[config.mk]
export PLATFORM = sky130hd
export DESIGN_NAME = latch_bank_arbiter_flat
export DESIGN_NICKNAME = d
export VERILOG_FILES = /design/src/rtl/latch_bank_arbiter_if.sv /design/src/rtl/latch_bank_arbiter.sv /design/src/flat_wrapper.sv
export SDC_FILE = /design/constraint.sdc
export NUM_CORES = 1
export LEC_CHECK = 0
export ABC_AREA = 1
export ABC_CLOCK_PERIOD_IN_PS = 2400
export BUFFER_PORTS_ARGS = -buffer_cell sky130_fd_sc_hd__buf_4
export CORE_UTILIZATION = 39
export CTS_BUF_LIST = sky130_fd_sc_hd__clkbuf_2
export CTS_CLUSTER_SIZE = 16
export DETAILED_ROUTE_END_ITERATION = 10
export GPL_ROUTABILITY_DRIVEN = 1
export PLACE_DENSITY = 0.66
export REMOVE_ABC_BUFFERS = 1
export SYNTH_ARGS = -nofsm -noshare
export SYNTH_HDL_FRONTEND = slang
export SYNTH_SLANG_ARGS = --single-unit
[constraint.sdc]
create_clock -name CLK -period 2.4 [get_ports CLK]
set_input_delay 0 -clock CLK [delete_from_list [all_inputs] [get_ports CLK]]
set_output_delay 0 -clock CLK [all_outputs]
set_load 0.02 [all_outputs]
[src/rtl/latch_bank_arbiter_if.sv]
// Request/grant and latch-bank bus between requesters, the write scheduler and the D-latch bank.
interface latch_bank_arbiter_if #(
   parameter int unsigned WIDTH = 8,
   parameter int unsigned NREQ  = 4
);
   logic [NREQ-1:0]       REQ;
   logic [NREQ*WIDTH-1:0] DIN;
   logic [WIDTH-1:0]      Q_IN;
   logic [NREQ-1:0]       GNT;
   logic [NREQ-1:0]       DONE;
   logic                  LE;
   logic [WIDTH-1:0]      LD;
   logic                  BUSY;
   logic                  ERR;

   // Requesters and the latch bank readback.
   modport master (
      output REQ, DIN, Q_IN,
      input  GNT, DONE, LE, LD, BUSY, ERR
   );

   // The scheduler.
   modport slave (
      input  REQ, DIN, Q_IN,
      output GNT, DONE, LE, LD, BUSY, ERR
   );
endinterface

[src/rtl/latch_bank_arbiter.sv]
// Round-robin write scheduler for a D-latch storage bank: grant, setup, enable window,
// hold/close with readback check and per-requester completion pulse.
module latch_bank_arbiter #(
   parameter int unsigned WIDTH    = 8,
   parameter int unsigned NREQ     = 4,
   parameter int unsigned HOLD_CYC = 2
) (
   input logic                CLK,
   input logic                RST,
   latch_bank_arbiter_if.slave bus
);
   localparam int unsigned PW = (NREQ > 1) ? $clog2(NREQ) : 1;
   localparam int unsigned CW = 4;

   localparam logic [1:0] S_IDLE   = 2'd0;
   localparam logic [1:0] S_SETUP  = 2'd1;
   localparam logic [1:0] S_ENABLE = 2'd2;
   localparam logic [1:0] S_CLOSE  = 2'd3;

   if (HOLD_CYC < 1 || HOLD_CYC > 15) begin : g_hold_chk
      $error("latch_bank_arbiter: HOLD_CYC must be in 1..15");
   end
   if (NREQ < 2 || NREQ > 8) begin : g_nreq_chk
      $error("latch_bank_arbiter: NREQ must be in 2..8");
   end

   logic [1:0]       state_q, state_nxt;
   logic [NREQ-1:0]  gnt_q, gnt_nxt;
   logic [NREQ-1:0]  done_q, done_nxt;
   logic             le_q, le_nxt;
   logic [WIDTH-1:0] ld_q, ld_nxt;
   logic             busy_q, busy_nxt;
   logic             err_q, err_nxt;
   logic [PW-1:0]    ptr_q, ptr_nxt;
   logic [PW-1:0]    win_q, win_nxt;
   logic [CW-1:0]    cnt_q, cnt_nxt;

   logic [PW-1:0]    pick_c;
   logic             found_c;
   logic [PW-1:0]    idx;

   // Wrap-around search upward from the round-robin pointer.
   always_comb begin
      pick_c  = ptr_q;
      found_c = 1'b0;
      idx     = ptr_q;
      for (int unsigned i = 0; i < NREQ; i++) begin
         if (!found_c && bus.REQ[idx]) begin
            found_c = 1'b1;
            pick_c  = idx;
         end
         idx = (idx == PW'(NREQ - 1)) ? '0 : idx + 1'b1;
      end
   end

   // Next-state and next-output logic; every output is registered below.
   always_comb begin
      state_nxt = state_q;
      gnt_nxt   = gnt_q;
      done_nxt  = done_q;
      le_nxt    = le_q;
      ld_nxt    = ld_q;
      busy_nxt  = busy_q;
      err_nxt   = err_q;
      ptr_nxt   = ptr_q;
      win_nxt   = win_q;
      cnt_nxt   = cnt_q;

      case (state_q)
         S_IDLE: begin
            if (found_c) begin
               win_nxt          = pick_c;
               ld_nxt           = bus.DIN[pick_c*WIDTH +: WIDTH];
               gnt_nxt          = '0;
               gnt_nxt[pick_c]  = 1'b1;
               busy_nxt         = 1'b1;
               state_nxt        = S_SETUP;
            end
         end
         S_SETUP: begin
            le_nxt    = 1'b1;
            cnt_nxt   = CW'(HOLD_CYC - 1);
            state_nxt = S_ENABLE;
         end
         S_ENABLE: begin
            if (cnt_q == '0) begin
               le_nxt    = 1'b0;
               done_nxt  = gnt_q;
               state_nxt = S_CLOSE;
            end else begin
               cnt_nxt = cnt_q - 1'b1;
            end
         end
         S_CLOSE: begin
            // LD stays driven through this cycle so the latches see hold time.
            if (bus.Q_IN != ld_q) err_nxt = 1'b1;
            gnt_nxt   = '0;
            done_nxt  = '0;
            busy_nxt  = 1'b0;
            ptr_nxt   = (win_q == PW'(NREQ - 1)) ? '0 : win_q + 1'b1;
            state_nxt = S_IDLE;
         end
         default: state_nxt = S_IDLE;
      endcase
   end

   always_ff @(posedge CLK) begin
      if (RST) begin
         state_q <= S_IDLE;
         gnt_q   <= '0;
         done_q  <= '0;
         le_q    <= 1'b0;
         ld_q    <= '0;
         busy_q  <= 1'b0;
         err_q   <= 1'b0;
         ptr_q   <= '0;
         win_q   <= '0;
         cnt_q   <= '0;
      end else begin
         state_q <= state_nxt;
         gnt_q   <= gnt_nxt;
         done_q  <= done_nxt;
         le_q    <= le_nxt;
         ld_q    <= ld_nxt;
         busy_q  <= busy_nxt;
         err_q   <= err_nxt;
         ptr_q   <= ptr_nxt;
         win_q   <= win_nxt;
         cnt_q   <= cnt_nxt;
      end
   end

   assign bus.GNT  = gnt_q;
   assign bus.DONE = done_q;
   assign bus.LE   = le_q;
   assign bus.LD   = ld_q;
   assign bus.BUSY = busy_q;
   assign bus.ERR  = err_q;
endmodule
[src/flat_wrapper.sv]
// flat-port wrapper written by rule: the top's interface ports become plain ports
module latch_bank_arbiter_flat 
#(
   parameter int unsigned WIDTH    = 8,
   parameter int unsigned NREQ     = 4,
   parameter int unsigned HOLD_CYC = 2
)
  (CLK, RST, bus_REQ, bus_DIN, bus_Q_IN, bus_GNT, bus_DONE, bus_LE, bus_LD, bus_BUSY, bus_ERR);
  latch_bank_arbiter_if #(.WIDTH(WIDTH), .NREQ(NREQ)) bus_i ();
  input logic CLK;
  input logic RST;
  input wire logic [$bits(bus_i.REQ)-1:0] bus_REQ;
  input wire logic [$bits(bus_i.DIN)-1:0] bus_DIN;
  input wire logic [$bits(bus_i.Q_IN)-1:0] bus_Q_IN;
  output wire logic [$bits(bus_i.GNT)-1:0] bus_GNT;
  output wire logic [$bits(bus_i.DONE)-1:0] bus_DONE;
  output wire logic [$bits(bus_i.LE)-1:0] bus_LE;
  output wire logic [$bits(bus_i.LD)-1:0] bus_LD;
  output wire logic [$bits(bus_i.BUSY)-1:0] bus_BUSY;
  output wire logic [$bits(bus_i.ERR)-1:0] bus_ERR;
  assign bus_i.REQ = bus_REQ;
  assign bus_i.DIN = bus_DIN;
  assign bus_i.Q_IN = bus_Q_IN;
  assign bus_GNT = bus_i.GNT;
  assign bus_DONE = bus_i.DONE;
  assign bus_LE = bus_i.LE;
  assign bus_LD = bus_i.LD;
  assign bus_BUSY = bus_i.BUSY;
  assign bus_ERR = bus_i.ERR;
  latch_bank_arbiter #(.WIDTH(WIDTH), .NREQ(NREQ), .HOLD_CYC(HOLD_CYC)) u_core (.CLK(CLK), .RST(RST), .bus(bus_i));
endmodule
---- After elaboration in Yosys (flattened, before gate mapping) ----
Index checks and enable logic that the tools add are counted.
W data, S select, Z words.
storage, ports and cells
  flip-flop bits (word level) ............. 29
  latch bits .............................. 0
  bits in writable memories ............... 0
  ROM bits ................................ 0
  bits of input ports ..................... 46
  output and inout bits ................... 19
  memories kept ........................... 0
cells by class
  add/sub/neg operators ................... 5
  multiply operators ...................... 0
  div/mod/pow operators ................... 0
  magnitude comparators ................... 6
  eq/ne operators ......................... 11
  shift-type cells ........................ 1
  mux-type cells .......................... 34
  bitwise operators ....................... 0
  reduce and logical (&&, ||, !) cells .... 19
operators by type and width
  operator               count
  $shiftx A32 B6 Y8      1
  $pmux W4 S2            3
  $mux W2                9
  $lt A2 B3 Y1 const B   5
  $reduce_and A2 Y1      7
  $eq A2 B2 Y1 const B   6
  $mux W4                3
  $mux W1                11
  $add A2 B1 Y2 const B  4
  $bmux W1 S2            4
  $ne A8 B8 Y1           1
  $pmux W2 S4            1
  $reduce_bool A2 Y1     3
  $logic_and A1 B1 Y1    4
  $logic_not A4 Y1       1
  $ne A2 B1 Y1 const B   2
  $pmux W1 S2            2
  $sub A4 B1 Y4 const B  1
  $logic_not A1 Y1       3
  $demux W1 S2           1
  $eq A2 B1 Y1 const B   1
  $ge A2 B1 Y1 const B   1
  $logic_not A2 Y1       1
  $ne A2 B2 Y1 const B   1

---- Depth between registers and ports, before layout ----
Gate-level depths: netlist of the first run.
  depth in word-level cells ............... 18
  depth in mapped cells ................... 19
  gate-level depth less buffers ........... 18

---- Least setup slack after synthesis of the first run ----
OpenSTA, ideal clock, no wires.
  kind .................................... flip-flop to flip-flop
  start ................................... register u_core.ptr_q[0]
  end ..................................... register u_core.ld_q[4], in the netlist u_core.bus.LD[4]
  setup time .............................. 0.109 ns
  arrival time ............................ 1.803 ns
  path slack .............................. 0.488 ns
  stages on the path, launching flop included .. 18
  period minus slack after synthesis ...... 1.912 ns
  path through ............................ dfxtp_1 ha_1 inv_2 nand2_2 nand3_1 nand2_4 nand2_4 nand2_1 nand2_2 nand2_4 nand2_4 buf_12 nand2_1 nand2_1 nand2_1 nand3_1 nand2_1 inv_1
on the way
  cells in the longest elaborated chain, start to end .. 13
  elaborated cells between the ends (all ways) .. 32
ends and longest elaborated chain
  item                                                    RTL line                   source
  start, declared                                         latch_bank_arbiter.sv:34   logic [PW-1:0] ptr_q, ptr_nxt;
  start signal, assigned                                  latch_bank_arbiter.sv:127  ptr_q <= ptr_nxt;
  branches (longest 13 deep; another with $add A2 B1 Y2)  -
  end signal, assigned                                    latch_bank_arbiter.sv:124  ld_q <= ld_nxt;
  end, declared                                           latch_bank_arbiter.sv:31   logic [WIDTH-1:0] ld_q, ld_nxt;
Parallel ways; which one is timed is not known. The select of a mux whose other input is x is not followed.
A chain may end at the register's enable or synchronous reset.

---- Final worst setup path of the first run ----
  start ................................... register u_core.ptr_q[1]
  end ..................................... register u_core.ld_q[6], in the netlist u_core.bus.LD[6]
Same word-level chain as after synthesis.

==> results of run 1 <==
[worst max-delay path: stages (launching register included)]
cell and delay [ns]:
dfxtp_1 0.35, ha_2 0.40, inv_2 0.08, nand2_2 0.09, nand3_1 0.12, nand2_4 0.11
nand2_4 0.06, nand2_1 0.07, nand2_2 0.06, nand2_4 0.16, nand2_4 0.16, nand2_2 0.08
nand2_1 0.05, nand2_1 0.05, nand3_1 0.09, nand2_1 0.07, inv_1 0.03
[worst paths after layout]
check | to | slack [ns] | cells after the start
worst max-delay path | u_core.bus.LD[6] | 0.29 | 16
worst min-delay path | u_core.bus.LD[7] | 0.03 | 7
worst max register to register | u_core.bus.LD[6] | 0.29 | 16
worst min register to register | u_core.bus.ERR | 0.46 | 2
[cell usage after synthesis (3+ instances only)]
| cell type | n | area [sq um] |
|---|---|---|
| a21oi_1 | 18 | 90.09 |
| buf_6 | 3 | 33.78 |
| dfxtp_1 | 29 | 580.6 |
| ha_1 | 9 | 112.6 |
| inv_1 | 34 | 127.6 |
| inv_2 | 5 | 18.77 |
| nand2_1 | 103 | 386.6 |
| nand2_2 | 17 | 106.4 |
| nand2_4 | 5 | 56.30 |
| nand3_1 | 54 | 270.3 |
| nor2_1 | 15 | 56.30 |
| o211ai_1 | 4 | 30.03 |
| o21ai_0 | 4 | 20.02 |
| or2_2 | 4 | 25.02 |
| xnor2_1 | 4 | 35.03 |
[registers in the layout, summed over array words and instances, names as in the netlist]
| signal | cells |
|---|---|
| u_core.bus.GNT | 4 |
| u_core.bus.ERR | 1 |
| u_core.bus.BUSY | 1 |
| u_core.bus.LE | 1 |
| u_core.bus.LD | 8 |
| u_core.win_q | 2 |
| u_core.bus.DONE | 4 |
| u_core.ptr_q | 2 |
| u_core.state_q | 2 |
| u_core.cnt_q | 4 |
[layer usage]
| metal | wire length, microns | GRT usage, % | vias up |
|---|---|---|---|
| met5 | 0 | 0 | - |
| met4 | 65 | 5.769 | 0 |
| met3 | 286 | 4.192 | 8 |
| met2 | 2565 | 35.27 | 69 |
| met1 | 2428 | 24.91 | 1002 |
| li1 | - | - | 1201 |
[placed cells by master (no fill, tap or decap), drive strengths merged]
cell	n
nand2	125
buf	65
nand3	56
inv	41
dfxtp	29
a21oi	18
nor2	16
ha	9
clkbuf	6
dlygate4sd3	5
o211ai	4
o21ai	4
xnor2	4
or2	4
nor3	2
nand4	2
o22ai	1
o221a	1
o31ai	1
o211a	1
a211oi	1
a31oi	1
o41ai	1
bufinv	1
clkinv	1
[power by group]
| part | internal, mW | switching [mW] |
|---|---|---|
| logic | 0.672 | 1.19 |
| clock network | 0.178 | 0.174 |
| registers | 0.630 | 0.0985 |
| total | 1.48 | 1.46 |
[cells by family after synthesis]
| logic type | share of synthesized area (%) |
|---|---|
| and+or+nand+nor | 45.40 |
| buffers and inverters | 11.25 |
| AOI/OAI and AO/OA | 9.257 |
| adders and majority gates | 5.273 |
| xor gates and xnor gates | 1.640 |
| DFF | 27.18 |
[through the flow]
step,utilization [%],area (sq um),setup WS [ns]
global route,52.81,2749,0.01564
finish,52.81,2749,0.2870
CTS,52.76,2746,0.2271
floorplan,-,2057,0.2249
detailed placement,50.58,2633,0.2383
global placement,50.58,2633,0.2860
[timing repair]
action | 4_1_cts | 5_1_grt
endpoints found under the hold margin | 17 | 0
gates resized for setup | 0 | 1
hold buffers | 5 | 0
setup endpoints to repair | 0 | 3
[cell type report]
type                       count  area, sq um  share of cell area [%]
clock buffer                   6        30.03                   1.092
clock inverter                 2        33.78                   1.229
inverter                      41        161.4                   5.872
multi-input combinational    251         1318                   47.93
sequential                    29        580.6                   21.12
tap                           70        87.58                   3.186
timing repair buffer          70        538.0                   19.57
==> flow_metrics.tcl, run 1 <==
set metrics [dict create \
    critical_path.endpoint_type "flop" \
    irDropWorstVdd_mv 0.4480 \
    final_slew_violations 0 \
    worst_hold_startpoint "bus_DIN[31]" \
    core_area_sq_mm 0.005205 \
    placed_cells_incl_taps 456 \
    timing.critical_path.from_type "flop" \
    leak_nw 1.462 \
    setup_viol_count_final 0 \
    finalCriticalPeriod_ns 2.113 \
    data_arrival_critical_path_ns 2.39 \
    route.final.wire_length_microns 5346 \
    synth.ff_latch_count 29 \
    post_synth_num_cell_types 32 \
    syn_to_final_growth_pct 28.71 \
    cts_setup_buffers 0 \
    drive_gt1_share_pct 27.57 \
    cts_sinks 29 \
    period_share_pct 88.04 \
    hold_slack_ns 0.02852 \
    clock_tree_from_tritoncts "done" \
    detail_route.wl_per_cell_microns 11.40 \
    drc_errors 0 \
    crit_path_start "u_core.ptr_q[1]" \
    portBuffers 64 \
    ys.warnings.count 0 \
    drt_pass1_iterations 4 \
    global_route.overflow_total 0 \
    timing.max_slew.rel_slack_pct 65.75 \
    worst_r2r_startpoint "u_core.ptr_q[1]" \
    ys.flop_type "dfxtp_1" \
    die_width_microns 76 \
    grt_setup_unrepaired "no" \
    antenna_violations_before_repair 0 \
    final_cell_count_without_fillers 469 \
    synth.yosys.seq_area_share_pct 27.18 \
    cts-htree-levels 2 \
    worstPathRequired_ns 2.67 \
    outcome "complete, no violations" \
    worst_setup_hold_path_clk_slew_ns 0.15 \
    globalRouteTotalUtil_pct 20.16 \
    detailedPlacementHpwl_microns 4154 \
    ctsRootBufferMaster "clkbuf_2" \
    detail-route-antenna-nets 0 \
    grt_pass1_vias 2204 \
    pwr_total_mw 2.939 \
    clock-skew-final_ns 0.01463 \
    grt_pass1_wl_microns 9639 \
    mappedNetlistArea_sq_mm 0.002136 \
    effective_utilization_at_floorplan_pct 41.03 \
    clock_insertion_delay_worst_skew_ns 0.36 \
    drv.max_cap_violation_count 0 \
    synth_cells 330 \
    total_neg_setup_slack_ns 0 \
    dieHeight_microns 76 \
    io_pins 65 \
    ys_async_sr_fraction_pct 0 \
    via_count 2280 \
    nNetsFinal 453 \
    type_of_the_worst_min_delay_path "in2reg" \
    grt_start_max_net_pins 23 \
    syn-mean-instance-area_sq_um 6.472 \
    power_density_mw_per_mm2 1069 \
    clk_path_buf_depth 2 \
    gp_congestion 0.8334 \
    detail_route.iter0.violations 136 \
    post_synth_edffs 0 \
    floorplan.die_area_sq_mm 0.005776 \
    worstSetupPathType "reg2reg" \
    placement_row_count 26 \
    hold_viol 0 \
    antenna_cells 0 \
    worst_max_slew_pin_slew_ns 0.5083 \
    achievable-frequency_ghz 0.4733 \
    worst-path-max-fanout 17 \
    route.detailed.vias_per_inst 4.861 \
    layout.filler_cells 546 \
    numCtsBuffers 5 \
]
No activity file was read; power rests on OpenSTA's default activity.
==> inputs of run 2 (changes only) <==
--- a/config.mk
+++ b/config.mk
@@ -5,7 +5,6 @@
 export SDC_FILE = /design/constraint.sdc
 export NUM_CORES = 1
 export LEC_CHECK = 0
-export ABC_AREA = 1
 export ABC_CLOCK_PERIOD_IN_PS = 2400
 export BUFFER_PORTS_ARGS = -buffer_cell sky130_fd_sc_hd__buf_4
 export CORE_UTILIZATION = 39
@@ -13,7 +12,8 @@
 export CTS_CLUSTER_SIZE = 16
 export DETAILED_ROUTE_END_ITERATION = 10
 export GPL_ROUTABILITY_DRIVEN = 1
-export PLACE_DENSITY = 0.66
+export PLACE_DENSITY = 0.67
+export RECOVER_POWER = 50
 export REMOVE_ABC_BUFFERS = 1
 export SYNTH_ARGS = -nofsm -noshare
 export SYNTH_HDL_FRONTEND = slang
==> flow_metrics.tcl, run 2 <==
set metrics [dict create \
    grt_start_max_net_pins 30 \
    postLayoutSetupSlackWorst_ns -0.2255 \
    power_density_mw_per_mm2 994.7 \
    final_slew_violations 0 \
    numCtsBuffers 5 \
    hold_viol 0 \
    yosysTopAreaCell "dfxtp_1" \
    yosys-top-cells-area "dfxtp_1, mux2i_1, ha_1" \
    route.final.wire_length_microns 7992 \
    cts-htree-levels 2 \
    drt_pass1_iterations 4 \
    leak_nw 1.426 \
    ys_async_sr_fraction_pct 0 \
    setup_viol_count_final 14 \
    grt_setup_unrepaired "yes" \
    ctsRootBufferMaster "clkbuf_2" \
    synth.ff_latch_count 29 \
    worstPathRequired_ns 2.68 \
    cts_sinks 29 \
    post_synth_edffs 0 \
    synth_cells 244 \
    worst_setup_hold_path_clk_slew_ns 0.18 \
    route.detailed.vias_per_inst 5.783 \
    io_pins 65 \
    drv.max_cap_violation_count 0 \
    layout.cells.most_common_list "buf_4, dfxtp_1, nor2_1" \
    detailedPlacementHpwl_microns 4187 \
    worst-path-max-fanout 5 \
    dieHeight_microns 74.09 \
    floorplan.die_area_sq_mm 0.005489 \
    portBuffers 64 \
    antenna_violations_before_repair 0 \
    drive_gt1_share_pct 44.20 \
    synth_top_cell_area_share_pct 28.64 \
    achievable-frequency_ghz 0.3809 \
    detail_route.wl_per_cell_microns 18.63 \
    global_route.overflow_total 0 \
    clock-skew-final_ns 0.01102 \
    pwr_total_mw 3.557 \
    ys.warnings.count 0 \
    finalCriticalPeriod_ns 2.626 \
    core_area_sq_mm 0.004848 \
    critical_path.endpoint_type "flop" \
    period_share_pct 109.4 \
    timing.critical_path.from_type "flop" \
    gp_congestion 0.8271 \
    placement_row_count 25 \
    worstSetupPathType "reg2reg" \
    via_count 2481 \
    largest_register_ffs 8 \
    synth.yosys.seq_area_share_pct 28.64 \
    grt_pass1_vias 2369 \
    most_common_cell_after_layout_fill_and_taps_aside "buf_4" \
    worst_max_slew_pin_slew_ns 0.5239 \
    hold_slack_ns 0.05701 \
    die_width_microns 74.09 \
    type_of_the_worst_min_delay_path "in2reg" \
    grt_pass1_wl_microns 11010 \
    irDropWorstVdd_mv 0.5335 \
    detail-route-antenna-nets 0 \
    effective_utilization_at_floorplan_pct 41.81 \
    clk_path_buf_depth 2 \
    ys.flop_type "dfxtp_1" \
    final_cell_count_without_fillers 429 \
    synth_commonest_cells "dfxtp_1, nor2_1, nand2_1" \
    post_synth_num_cell_types 47 \
    data_arrival_critical_path_ns 2.91 \
    failed_checks "negative setup slack" \
    nNetsFinal 416 \
    timing.max_slew.rel_slack_pct 65.08 \
    clock_tree_from_tritoncts "done" \
    antenna_cells 0 \
    outcome "finished, violations left" \
    placed_cells_incl_taps 389 \
    drc_errors 0 \
    globalRouteTotalUtil_pct 26.87 \
    syn_to_final_growth_pct 76.42 \
    mappedNetlistArea_sq_mm 0.002027 \
    clock_insertion_delay_worst_skew_ns 0.39 \
    detail_route.iter0.violations 175 \
    syn-mean-instance-area_sq_um 8.307 \
]
==> run 2: cells by family after synthesis <==
kind of cell             Yosys count  synth area share, %
AND/OR/NAND/NOR                   75                17.53
AO/OA/AOI/OAI                     69                26.61
buffers and inverters             34                7.654
flip-flops                        29                28.64
multiplexers                      17                9.259
XOR/XNOR                          11                4.753
adder cells (fa/ha/maj)            9                5.556
==> run 2: layout make-up <==
cell class / count / area [sq um]
clock buffer: 5 / 25.02
clock inverter: 3 / 17.52
fill: 312 / 1272
inverter: 16 / 60.06
multi-input combinational: 183 / 1762
sequential: 29 / 583.1
tap: 67 / 83.83
timing repair buffer: 126 / 1045
==> run 2: final timing paths <==
| check | startpoint | to | slack (ns) | cells past startpoint |
|---|---|---|---|---|
| worst min-delay path | bus_DIN[30] | u_core.bus.LD[6] | 0.06 | 3 |
| worst max-delay path | u_core.ptr_q[1] | u_core.bus.LD[6] | -0.23 | 10 |
| worst min register to register | u_core.bus.GNT[3] | u_core.bus.GNT[3] | 0.49 | 2 |
| worst max register to register | u_core.ptr_q[1] | u_core.bus.LD[6] | -0.23 | 10 |
==> run 2: where the power goes <==
| group | leakage (nW) | internal (mW) | switching (mW) |
|---|---|---|---|
| Combinational | 1.16 | 1.12 | 1.37 |
| Sequential | 0.239 | 0.645 | 0.147 |
| Clock | 0.0287 | 0.0678 | 0.200 |
==> run 2: worst max-delay path, stage by stage (launching register included) <==
cell and delay [ns]:
dfxtp_2 0.38, ha_4 0.27, buf_6 0.14, xnor2_4 0.13, o211ai_1 0.30, a31o_2 0.25
nand3_2 0.16, a21o_4 0.32, buf_6 0.14, a2111oi_4 0.33, a311oi_1 0.09
==> run 2: metrics by stage <==
stage | area, sq um | worst slack, ns | TNS [ns] | utilization, %
floorplan | 1932 | -0.6840 | -8.429 | -
finish | 3576 | -0.2255 | -2.040 | 73.75
detailed placement | 2761 | -0.4172 | -3.291 | 56.95
global placement | 2761 | -0.3661 | -2.635 | 56.95
CTS | 3442 | -0.07550 | -0.4397 | 70.99
global route | 3576 | -0.2864 | -3.098 | 73.75
==> run 2: routing by layer <==
layer / GRT usage [%] / vias to the layer above / wire [microns]
met2: 47.78 / 141 / 4011
li1: - / 1126 / -
met3: 6.640 / 39 / 632
met4: 15.81 / 0 / 424
met5: 0 / - / 0
met1: 28.80 / 1175 / 2923
==> run 2: repair_timing <==
item                       in CTS  in global routing
buffers inserted                8                  1
setup endpoints to repair      16                 17
gates resized for setup        71                 33
hold endpoints to repair       27                  0
hold buffers                   24                  0
cloned                          2                  2
pin swaps                      22                 23
==> inputs of run 3 (changes only) <==
--- a/config.mk
+++ b/config.mk
@@ -5,7 +5,7 @@
 export SDC_FILE = /design/constraint.sdc
 export NUM_CORES = 1
 export LEC_CHECK = 0
-export ABC_CLOCK_PERIOD_IN_PS = 2400
+export ABC_CLOCK_PERIOD_IN_PS = 3100
 export BUFFER_PORTS_ARGS = -buffer_cell sky130_fd_sc_hd__buf_4
 export CORE_UTILIZATION = 39
 export CTS_BUF_LIST = sky130_fd_sc_hd__clkbuf_2
==> constraint.sdc (replaced) <==
create_clock -name CLK -period 3.1 [get_ports CLK]
set_input_delay 0 -clock CLK [delete_from_list [all_inputs] [get_ports CLK]]
set_output_delay 0 -clock CLK [all_outputs]
set_load 0.02 [all_outputs]
==> flow_metrics.tcl, run 3 (synthesized netlist as in run 2, its figures left out) <==
set metrics [dict create \
    placed_cells_incl_taps 367 \
    chain_of_cells_forming_the_critical_path "ha_1 > buf_4 > mux4_2 > a211oi_1 > nor2_1 > a21o_4 > a2111oi_0 > a311oi_1" \
    achievable-frequency_ghz 0.3480 \
    clock_insertion_delay_worst_skew_ns 0.37 \
    layout.cells.most_common_list "buf_4, nor2_1, dfxtp_1" \
    clk_path_buf_depth 2 \
    nNetsFinal 381 \
    portBuffers 64 \
    postLayoutSetupSlackWorst_ns 0.2268 \
    critical-path-slowest-cell "a2111oi_0" \
    detail-route-antenna-nets 0 \
    io_pins 65 \
    worst_r2r_startpoint "u_core.ptr_q[0]" \
    grt_start_max_net_pins 30 \
    clock_tree_from_tritoncts "done" \
    cts_sinks 29 \
    crit_path_start "u_core.ptr_q[0]" \
    worstPathRequired_ns 3.35 \
    design_area_sq_mm 0.002734 \
    dieHeight_microns 74.09 \
    die_width_microns 74.09 \
    drive_gt1_share_pct 22.32 \
    worst_setup_hold_path_clk_slew_ns 0.16 \
    outcome "complete, no violations" \
    stage_delay_of_the_slowest_cell_on_the_critical_path_ns 0.56 \
    effective_utilization_at_floorplan_pct 41.81 \
    worst-path-max-fanout 18 \
    worst_hold_startpoint "bus_DIN[26]" \
    drv.max_cap_violation_count 0 \
    period_share_pct 92.68 \
    detailedPlacementHpwl_microns 3895 \
    route.detailed.vias_per_inst 5.386 \
    floorplan.die_area_sq_mm 0.005489 \
    detail_route.iter0.violations 72 \
    type_of_the_worst_min_delay_path "in2reg" \
    route.final.wire_length_microns 5552 \
    globalRouteTotalUtil_pct 21.92 \
    clock-skew-final_ns 0.01781 \
    core_area_sq_mm 0.004848 \
    finalCriticalPeriod_ns 2.873 \
    cts_setup_buffers 0 \
    timing.critical_path.from_type "flop" \
    drc_errors 0 \
    dp_worst_setup_slack_ns 0.2137 \
    largest_register_ffs 8 \
    power_density_mw_per_mm2 714.1 \
    worst_max_slew_pin_slew_ns 0.5814 \
    most_common_cell_after_layout_fill_and_taps_aside "buf_4" \
    irDropWorstVdd_mv 0.3160 \
    placement_row_count 25 \
    drt_pass1_iterations 4 \
    detail_route.wl_per_cell_microns 14.09 \
    worstSetupPathType "reg2reg" \
    antenna_violations_before_repair 0 \
    ctsRootBufferMaster "clkbuf_2" \
    via_count 2122 \
    grt_setup_unrepaired "no" \
    setup_viol_count_final 0 \
    final_slew_violations 0 \
    detailed_place.area_sq_mm 0.002571 \
    numCtsBuffers 5 \
    global_route.overflow_total 0 \
    data_arrival_critical_path_ns 3.13 \
    final_cell_count_without_fillers 394 \
    critical_path.endpoint_type "flop" \
    total_neg_setup_slack_ns 0 \
    cts-htree-levels 2 \
    timing.max_slew.rel_slack_pct 60.83 \
    grt_pass1_vias 2065 \
    syn_to_final_growth_pct 34.88 \
    hold_viol 0 \
    gp_congestion 0.8479 \
    grt_pass1_wl_microns 9321 \
    hold_slack_ns 0.01545 \
    antenna_cells 0 \
    leak_nw 1.147 \
]
run 3: cell count changes in the layout (fill, tap and decap cells not counted), sizes merged:
| cell | change |
|---|---|
| a21o | -1 |
| and2 | -1 |
| buf | -29 |
| clkbuf | +1 |
| dlygate4sd3 | -5 |
run 3: layout make-up:
cell class / instances / area [sq um]
Clock buffer: 5 / 25.02
Inverter: 16 / 60.06
Timing Repair Buffer: 93 / 674.4
Clock inverter: 3 / 17.52
Tap cell: 67 / 83.83
Multi-Input combinational cell: 181 / 1292
Sequential cell: 29 / 580.6
Fill cell: 464 / 2115
run 3: routing by layer:
metal  track usage, %  part of all wire (%)  vias to the layer above
met1            27.14                    45                      965
met5                0                     0                        -
met4            9.402                   2.7                        0
met3            5.691                   6.7                       19
met2            35.96                    46                       83
li1                 -                     -                     1055
run 3: stage by stage:
stage / power, mW / util (%)
after floorplan: 1.365 / -
after global placement: 1.790 / 53.03
after detailed placement: 1.796 / 53.03
after CTS: 2.020 / 57.63
after global routing: 2.127 / 56.39
final: 1.952 / 56.39
run 3: critical path: cells and delay by family (launching register included):
family / cells / cell delay, ns
adder cells (fa/ha/maj): 1 / 0.44
buffers and inverters: 1 / 0.19
AO/OA/AOI/OAI: 4 / 1.13
multiplexers: 1 / 0.55
flip-flops: 1 / 0.35
AND/OR/NAND/NOR: 1 / 0.10
run 3: what timing repair did:
| item | in CTS | in global routing |
|---|---|---|
| resized for setup | 0 | 1 |
| hold buffers | 18 | 1 |
| endpoints found under the setup margin | 0 | 1 |
| endpoints found under the hold margin | 24 | 1 |
run 3: worst paths after layout:
kind                       endpoint  slack (ns)  cells past startpoint
setup / recovery   u_core.bus.LD[3]        0.23                      8
hold reg to reg   u_core.bus.GNT[2]        0.50                      2
setup reg to reg   u_core.bus.LD[3]        0.23                      8
hold / removal     u_core.bus.LD[2]        0.02                      3
run 3: power breakdown:
part	switching, mW	internal [mW]
sequential	0.109	0.499
clock	0.147	0.0526
combinational	0.684	0.462
